==> config.mk <==
export PLATFORM = sky130hd
export DESIGN_NAME = fetch_decode_queue
export DESIGN_NICKNAME = d
export VERILOG_FILES = /design/src/rtl/params_pkg.sv /design/src/rtl/fetch_decode_queue_storage.sv /design/src/rtl/fetch_decode_queue.sv
export SDC_FILE = /design/constraint.sdc
export NUM_CORES = 1
export LEC_CHECK = 0
export CORE_MARGIN = 2
export CORE_UTILIZATION = 49
export DETAILED_ROUTE_END_ITERATION = 10
export HOLD_SLACK_MARGIN = 0.06
export PLACE_DENSITY_LB_ADDON = 0.3
export SYNTH_ARGS = -nofsm -noshare
export SYNTH_HDL_FRONTEND = slang
export SYNTH_HIERARCHICAL = 1
export SYNTH_SLANG_ARGS = --single-unit
==> constraint.sdc <==
create_clock -name clk_i -period 7.5 [get_ports clk_i]
set_input_delay 1.5 -clock clk_i [delete_from_list [all_inputs] [get_ports clk_i]]
set_output_delay 1.5 -clock clk_i [all_outputs]
set_load 0.005 [all_outputs]
==> src/rtl/params_pkg.sv <==
// params_pkg -- shared front-end parameters and types.
//   ADDR_WIDTH    : width of a program counter
//   INSTR_WIDTH   : width of an instruction word
//   instruction_t : raw instruction word
//   fdq_entry_t   : one fetch/decode queue entry {pc, instruction}; decode and
//                   debug logic reuse it to look at buffered instructions.
package params_pkg;

  localparam int ADDR_WIDTH  = 32;
  localparam int INSTR_WIDTH = 32;

  typedef logic [INSTR_WIDTH-1:0] instruction_t;

  typedef struct packed {
    logic [ADDR_WIDTH-1:0] pc;
    instruction_t          instruction;
  } fdq_entry_t;

endpackage : params_pkg

==> src/rtl/fetch_decode_queue_storage.sv <==
// fdq_storage -- DEPTH-entry register array of fdq_entry_t.
//   clk   : clock
//   we    : write enable
//   waddr : write index
//   wdata : entry written on the rising edge when we=1
//   raddr : read index
//   rdata : entry at raddr (asynchronous read)
// Contents are deliberately not reset; the owner tracks which slots are live.
module fdq_storage #(
  parameter int DEPTH = 2,
  localparam int PTR_W = $clog2(DEPTH)
) (
  input  logic                     clk,
  input  logic                     we,
  input  logic [PTR_W-1:0]         waddr,
  input  params_pkg::fdq_entry_t   wdata,
  input  logic [PTR_W-1:0]         raddr,
  output params_pkg::fdq_entry_t   rdata
);
  import params_pkg::*;

  fdq_entry_t mem_reg [DEPTH];

  always_ff @(posedge clk) begin
    if (we) begin
      mem_reg[waddr] <= wdata;
    end
  end

  // Read is combinational so the head entry is visible the cycle after it is
  // written, giving the queue its 1-cycle fill latency.
  assign rdata = mem_reg[raddr];

endmodule : fdq_storage

==> src/rtl/fetch_decode_queue.sv <==
// fetch_decode_queue -- elastic instruction buffer between fetch and decode.
//   clk_i, rst_ni            : clock, asynchronous active-low reset
//   valid_i, pc_i,
//   instruction_i, ready_o   : fetch-side push handshake
//   flush_i                  : redirect; discards every buffered entry
//   valid_o, pc_o,
//   instruction_o, ready_i   : decode-side pop handshake (oldest entry)
//   count_o                  : current occupancy
// Optional macro FETCH_DECODE_QUEUE_BYPASS_EN: when the queue is empty and
// decode is ready, the fetch beat passes straight through with 0-cycle latency
// and is never stored. Without it the outputs are purely registered.
module fetch_decode_queue #(
  parameter int ADDR_WIDTH = params_pkg::ADDR_WIDTH,
  parameter int DEPTH      = 2,
  localparam int CNT_WIDTH = $clog2(DEPTH) + 1
) (
  input  logic                     clk_i,
  input  logic                     rst_ni,
  input  logic                     valid_i,
  input  logic [ADDR_WIDTH-1:0]    pc_i,
  input  params_pkg::instruction_t instruction_i,
  output logic                     ready_o,
  input  logic                     flush_i,
  output logic                     valid_o,
  output logic [ADDR_WIDTH-1:0]    pc_o,
  output params_pkg::instruction_t instruction_o,
  input  logic                     ready_i,
  output logic [CNT_WIDTH-1:0]     count_o
);
  import params_pkg::*;

  localparam int PTR_W = $clog2(DEPTH);
  localparam logic [CNT_WIDTH-1:0] FULL_CNT = CNT_WIDTH'(DEPTH);

  logic [CNT_WIDTH-1:0] count_reg, count_next;
  logic [PTR_W-1:0]     rptr_reg, rptr_next;
  logic [PTR_W-1:0]     wptr_reg, wptr_next;

  logic       empty;
  logic       push, pop;
  logic       bypass_fire;
  logic       wr_en, rd_adv;
  fdq_entry_t wr_entry, head_entry;

  assign empty   = (count_reg == '0);
  assign ready_o = (count_reg != FULL_CNT);
  assign count_o = count_reg;

`ifdef FETCH_DECODE_QUEUE_BYPASS_EN
  // Empty queue: decode sees the fetch beat directly.
  assign bypass_fire   = empty & valid_i & ready_i & ~flush_i;
  assign valid_o       = ~empty | (valid_i & ~flush_i);
  assign pc_o          = empty ? pc_i : head_entry.pc;
  assign instruction_o = empty ? instruction_i : head_entry.instruction;
`else
  assign bypass_fire   = 1'b0;
  assign valid_o       = ~empty;
  assign pc_o          = head_entry.pc;
  assign instruction_o = head_entry.instruction;
`endif

  assign push = valid_i & ready_o & ~flush_i;
  assign pop  = valid_o & ready_i & ~flush_i;

  // A bypassed beat is both pushed and popped in the same cycle without ever
  // touching storage, so neither pointer nor count moves.
  assign wr_en  = push & ~bypass_fire;
  assign rd_adv = pop & ~bypass_fire;

  assign wr_entry.pc          = pc_i;
  assign wr_entry.instruction = instruction_i;

  fdq_storage #(
    .DEPTH (DEPTH)
  ) u_storage (
    .clk   (clk_i),
    .we    (wr_en),
    .waddr (wptr_reg),
    .wdata (wr_entry),
    .raddr (rptr_reg),
    .rdata (head_entry)
  );

  always_comb begin
    count_next = count_reg;
    rptr_next  = rptr_reg;
    wptr_next  = wptr_reg;
    if (flush_i) begin
      // Redirect beats any push or pop presented in the same cycle.
      count_next = '0;
      rptr_next  = '0;
      wptr_next  = '0;
    end else begin
      if (wr_en)  wptr_next = wptr_reg + PTR_W'(1);
      if (rd_adv) rptr_next = rptr_reg + PTR_W'(1);
      unique case ({wr_en, rd_adv})
        2'b10:   count_next = count_reg + CNT_WIDTH'(1);
        2'b01:   count_next = count_reg - CNT_WIDTH'(1);
        default: count_next = count_reg;
      endcase
    end
  end

  always_ff @(posedge clk_i or negedge rst_ni) begin
    if (!rst_ni) begin
      count_reg <= '0;
      rptr_reg  <= '0;
      wptr_reg  <= '0;
    end else begin
      count_reg <= count_next;
      rptr_reg  <= rptr_next;
      wptr_reg  <= wptr_next;
    end
  end

`ifndef SYNTHESIS
  a_count_bound : assert property (@(posedge clk_i) disable iff (!rst_ni)
    count_reg <= FULL_CNT)
    else $error("fetch_decode_queue: occupancy above DEPTH");

  a_no_pop_empty : assert property (@(posedge clk_i) disable iff (!rst_ni)
    rd_adv |-> !empty)
    else $error("fetch_decode_queue: pop from empty queue");
`endif

endmodule : fetch_decode_queue

==> flow_summary.json <==
{
  "status": "completed",
  "grt_max_degree": 65,
  "finalClockSkew_ns": 0.00730,
  "timing.fmax_ghz": 0.234,
  "via_count": 2544,
  "io_pins": 137,
  "antenna_found_initial": 0,
  "netlist.area_leader.share": 0.747,
  "detail-route-antenna-nets": 0,
  "leading_cell_types_in_the_layout_fill_and_taps_excluded": "136 x sky130_fd_sc_hd__clkdlybuf4s50_1, 128 x sky130_fd_sc_hd__edfxtp_1, 60 x sky130_fd_sc_hd__mux2_4",
  "post-route-util": 0.695,
  "detailed_place_hpwl_um": 5480,
  "ys_types": 23,
  "final_period_minus_worst_setup_slack_ns": 4.27,
  "timing.slew.headroom": 0.344,
  "number_of_flip_flops_and_latches_in_the_synthesized_netlist": 132,
  "diodes": 0,
  "setup-violations-final": 0,
  "rsz0062_at_grt": "false",
  "worstPathArrival_ns": 2.77,
  "synthesis.nets": 294,
  "clock_insertion_delay_worst_skew_ns": 0.49,
  "layout_worst_path_cycle_share": 0.570,
  "timing.hold.ws_ns": 0.627,
  "crit_type": "reg2out",
  "totalNegativeSetupSlack_ns": 0,
  "die_width_um": 107,
  "post_cts_resized": 0,
  "cap_violations": 0,
  "drt_first_pass_iters": 4,
  "seq_area_frac_synth": 0.766,
  "routedWlPerCell_um": 16.6,
  "final_nets": 444,
  "mostFrequentLayoutCell": "sky130_fd_sc_hd__clkdlybuf4s50_1",
  "hold_buffers": 0,
  "synth.avg_cell_area_um2": 22.9,
  "power.total_w": 0.00182,
  "yosysWarnings": 6,
  "clock_tree_from_tritoncts": "done",
  "post_route_cells_drive_above_1_share": 0.253,
  "final_max_slew_viol_count": 0,
  "netlist_top_cells_area": "sky130_fd_sc_hd__edfxtp_1 75%, sky130_fd_sc_hd__mux2_4 17%, sky130_fd_sc_hd__buf_12 2.3%, sky130_fd_sc_hd__dfrtp_1 1.9%, sky130_fd_sc_hd__mux2_2 0.87%",
  "first_global_vias": 2552,
  "synth_cells": 225,
  "fin_area_mm2": 0.00714,
  "grt.met1_usage": 0.187,
  "detailedRoute.firstIterationViolations": 93,
  "max_slew.worst_pin.slew_ns": 0.984,
  "place_congestion": 0.668,
  "numClockSinks": 132,
  "p_leak_nw": 2.53,
  "numCtsBuffers": 17,
  "post_synth_instance_area_mm2": 0.00515,
  "cts_setup_buffers": 0,
  "synth_top_flop_cell": "sky130_fd_sc_hd__edfxtp_1",
  "htree_num_levels": 4,
  "clk_pin_slew_ns": 0.06,
  "largest_reg_flops": 128,
  "groute.usage.overall": 0.159,
  "global_route.usage.met2": 0.266,
  "multiInputGateArea_mm2": 0.00108,
  "start_util": 0.501,
  "dpl_cell_area_mm2": 0.00658,
  "row_count": 37,
  "grt_first_pass_wirelength_um": 13200,
  "drcViolationCount": 0,
  "cts.root.buffer_cell": "sky130_fd_sc_hd__clkbuf_8",
  "synth_enable_flop_cells": 128,
  "grt_most_used_layer": "met2",
  "worstHoldPathType": "reg2reg",
  "die_area_mm2": 0.0113,
  "hold_violations": 0,
  "sequential_cell_area_mm2": 0.00395,
  "asyncSetResetFlopFracSynth": 0.0303,
  "worstPathRequired_ns": 6.00,
  "fp.coreArea_mm2": 0.0103,
  "vdd_ir_drop_max_v": 0.000143,
  "category_of_the_worst_setup_path_capture_point": "output port",
  "pwr_density_cell_mw_per_mm2": 255,
  "area_growth_pct": 38.7,
  "vias_per_cell": 4.85,
  "floorplan_die_height_um": 107,
  "io_buffers": 136,
  "critical_path.max_fanout": 54,
  "synth.largest_area_cell": "sky130_fd_sc_hd__edfxtp_1",
  "global_route.overflow_total": 0,
  "filler_cell_count": 694,
  "setup.worst_path.start_class": "flip-flop",
  "use_met3": 0.0540,
  "cts-root-to-sink-buffers": 2,
  "wirelength_um": 8690
}
cells in the mapped netlist, drive strengths merged (2+ instances only):
cell,instances
inv,2
mux2,64
a21oi,2
nor2,2
o21ai,3
buf,7
dfrtp,4
edfxtp,128
nor2b,2
per-stage QoR:
| step | setup WS [ns] | std cells |
|---|---|---|
| final | 3.23 | 524 |
| after CTS | 3.17 | 524 |
| after global placement | 3.74 | 492 |
| after global routing | 3.10 | 524 |
| after detailed placement | 3.72 | 492 |
| after floorplan | 2.43 | 225 |
per-layer routing:
layer / routed length, µm / up-vias
met2: 4540 / 80
met1: 3580 / 1262
met5: 0 / -
met4: 115 / 0
li1: - / 1192
met3: 451 / 10
final cells by class:
type                    count  share of cell area
flip-flops and latches    132               0.553
repair buffers            138               0.193
multi-input cells          84               0.151
clock buffers              22              0.0606
well taps                 136              0.0238
clock inverters            10              0.0186
inverters                   2             0.00105
where the power goes:
group / switching (W) / leakage, nW / internal, W
registers: 0.0000105 / 1.23 / 0.000840
clock network: 0.000273 / 0.270 / 0.000503
logic: 0.0000635 / 1.03 / 0.000132
total: 0.000347 / 2.53 / 0.00148
logic make-up (layout without fill, tap and decap cells):
logic type	Yosys count	count (layout)	synth area share
flip-flops	132	132	0.766
XOR/XNOR	1	1	0.00170
AND/OR/NAND/NOR	12	12	0.0139
multiplexers	64	64	0.184
AO/OA/AOI/OAI	7	7	0.00778
buffers and inverters	9	172	0.0270
critical path, stage by stage, from the launching register on:
cell and delay, ns:
sky130_fd_sc_hd__dfrtp_4 0.56, sky130_fd_sc_hd__buf_4 0.79, sky130_fd_sc_hd__mux2_2 0.43, sky130_fd_sc_hd__clkdlybuf4s50_1 0.44
path summary, 6_finish.rpt:
check,startpoint,to,depth (start not counted),slack (ns)
setup / recovery,rptr_reg,pc_o[31],3,3.23
hold / removal,wptr_reg,wptr_reg,2,0.63
setup reg to reg,count_o[1],u_storage/mem_reg[0][28],4,5.32
hold reg to reg,wptr_reg,wptr_reg,2,0.63
max in group asynchronous,rst_ni,rptr_reg,1,6.09
min in group asynchronous,rst_ni,count_o[0],1,1.21
Note: power is estimated with default switching activity, not from simulation.
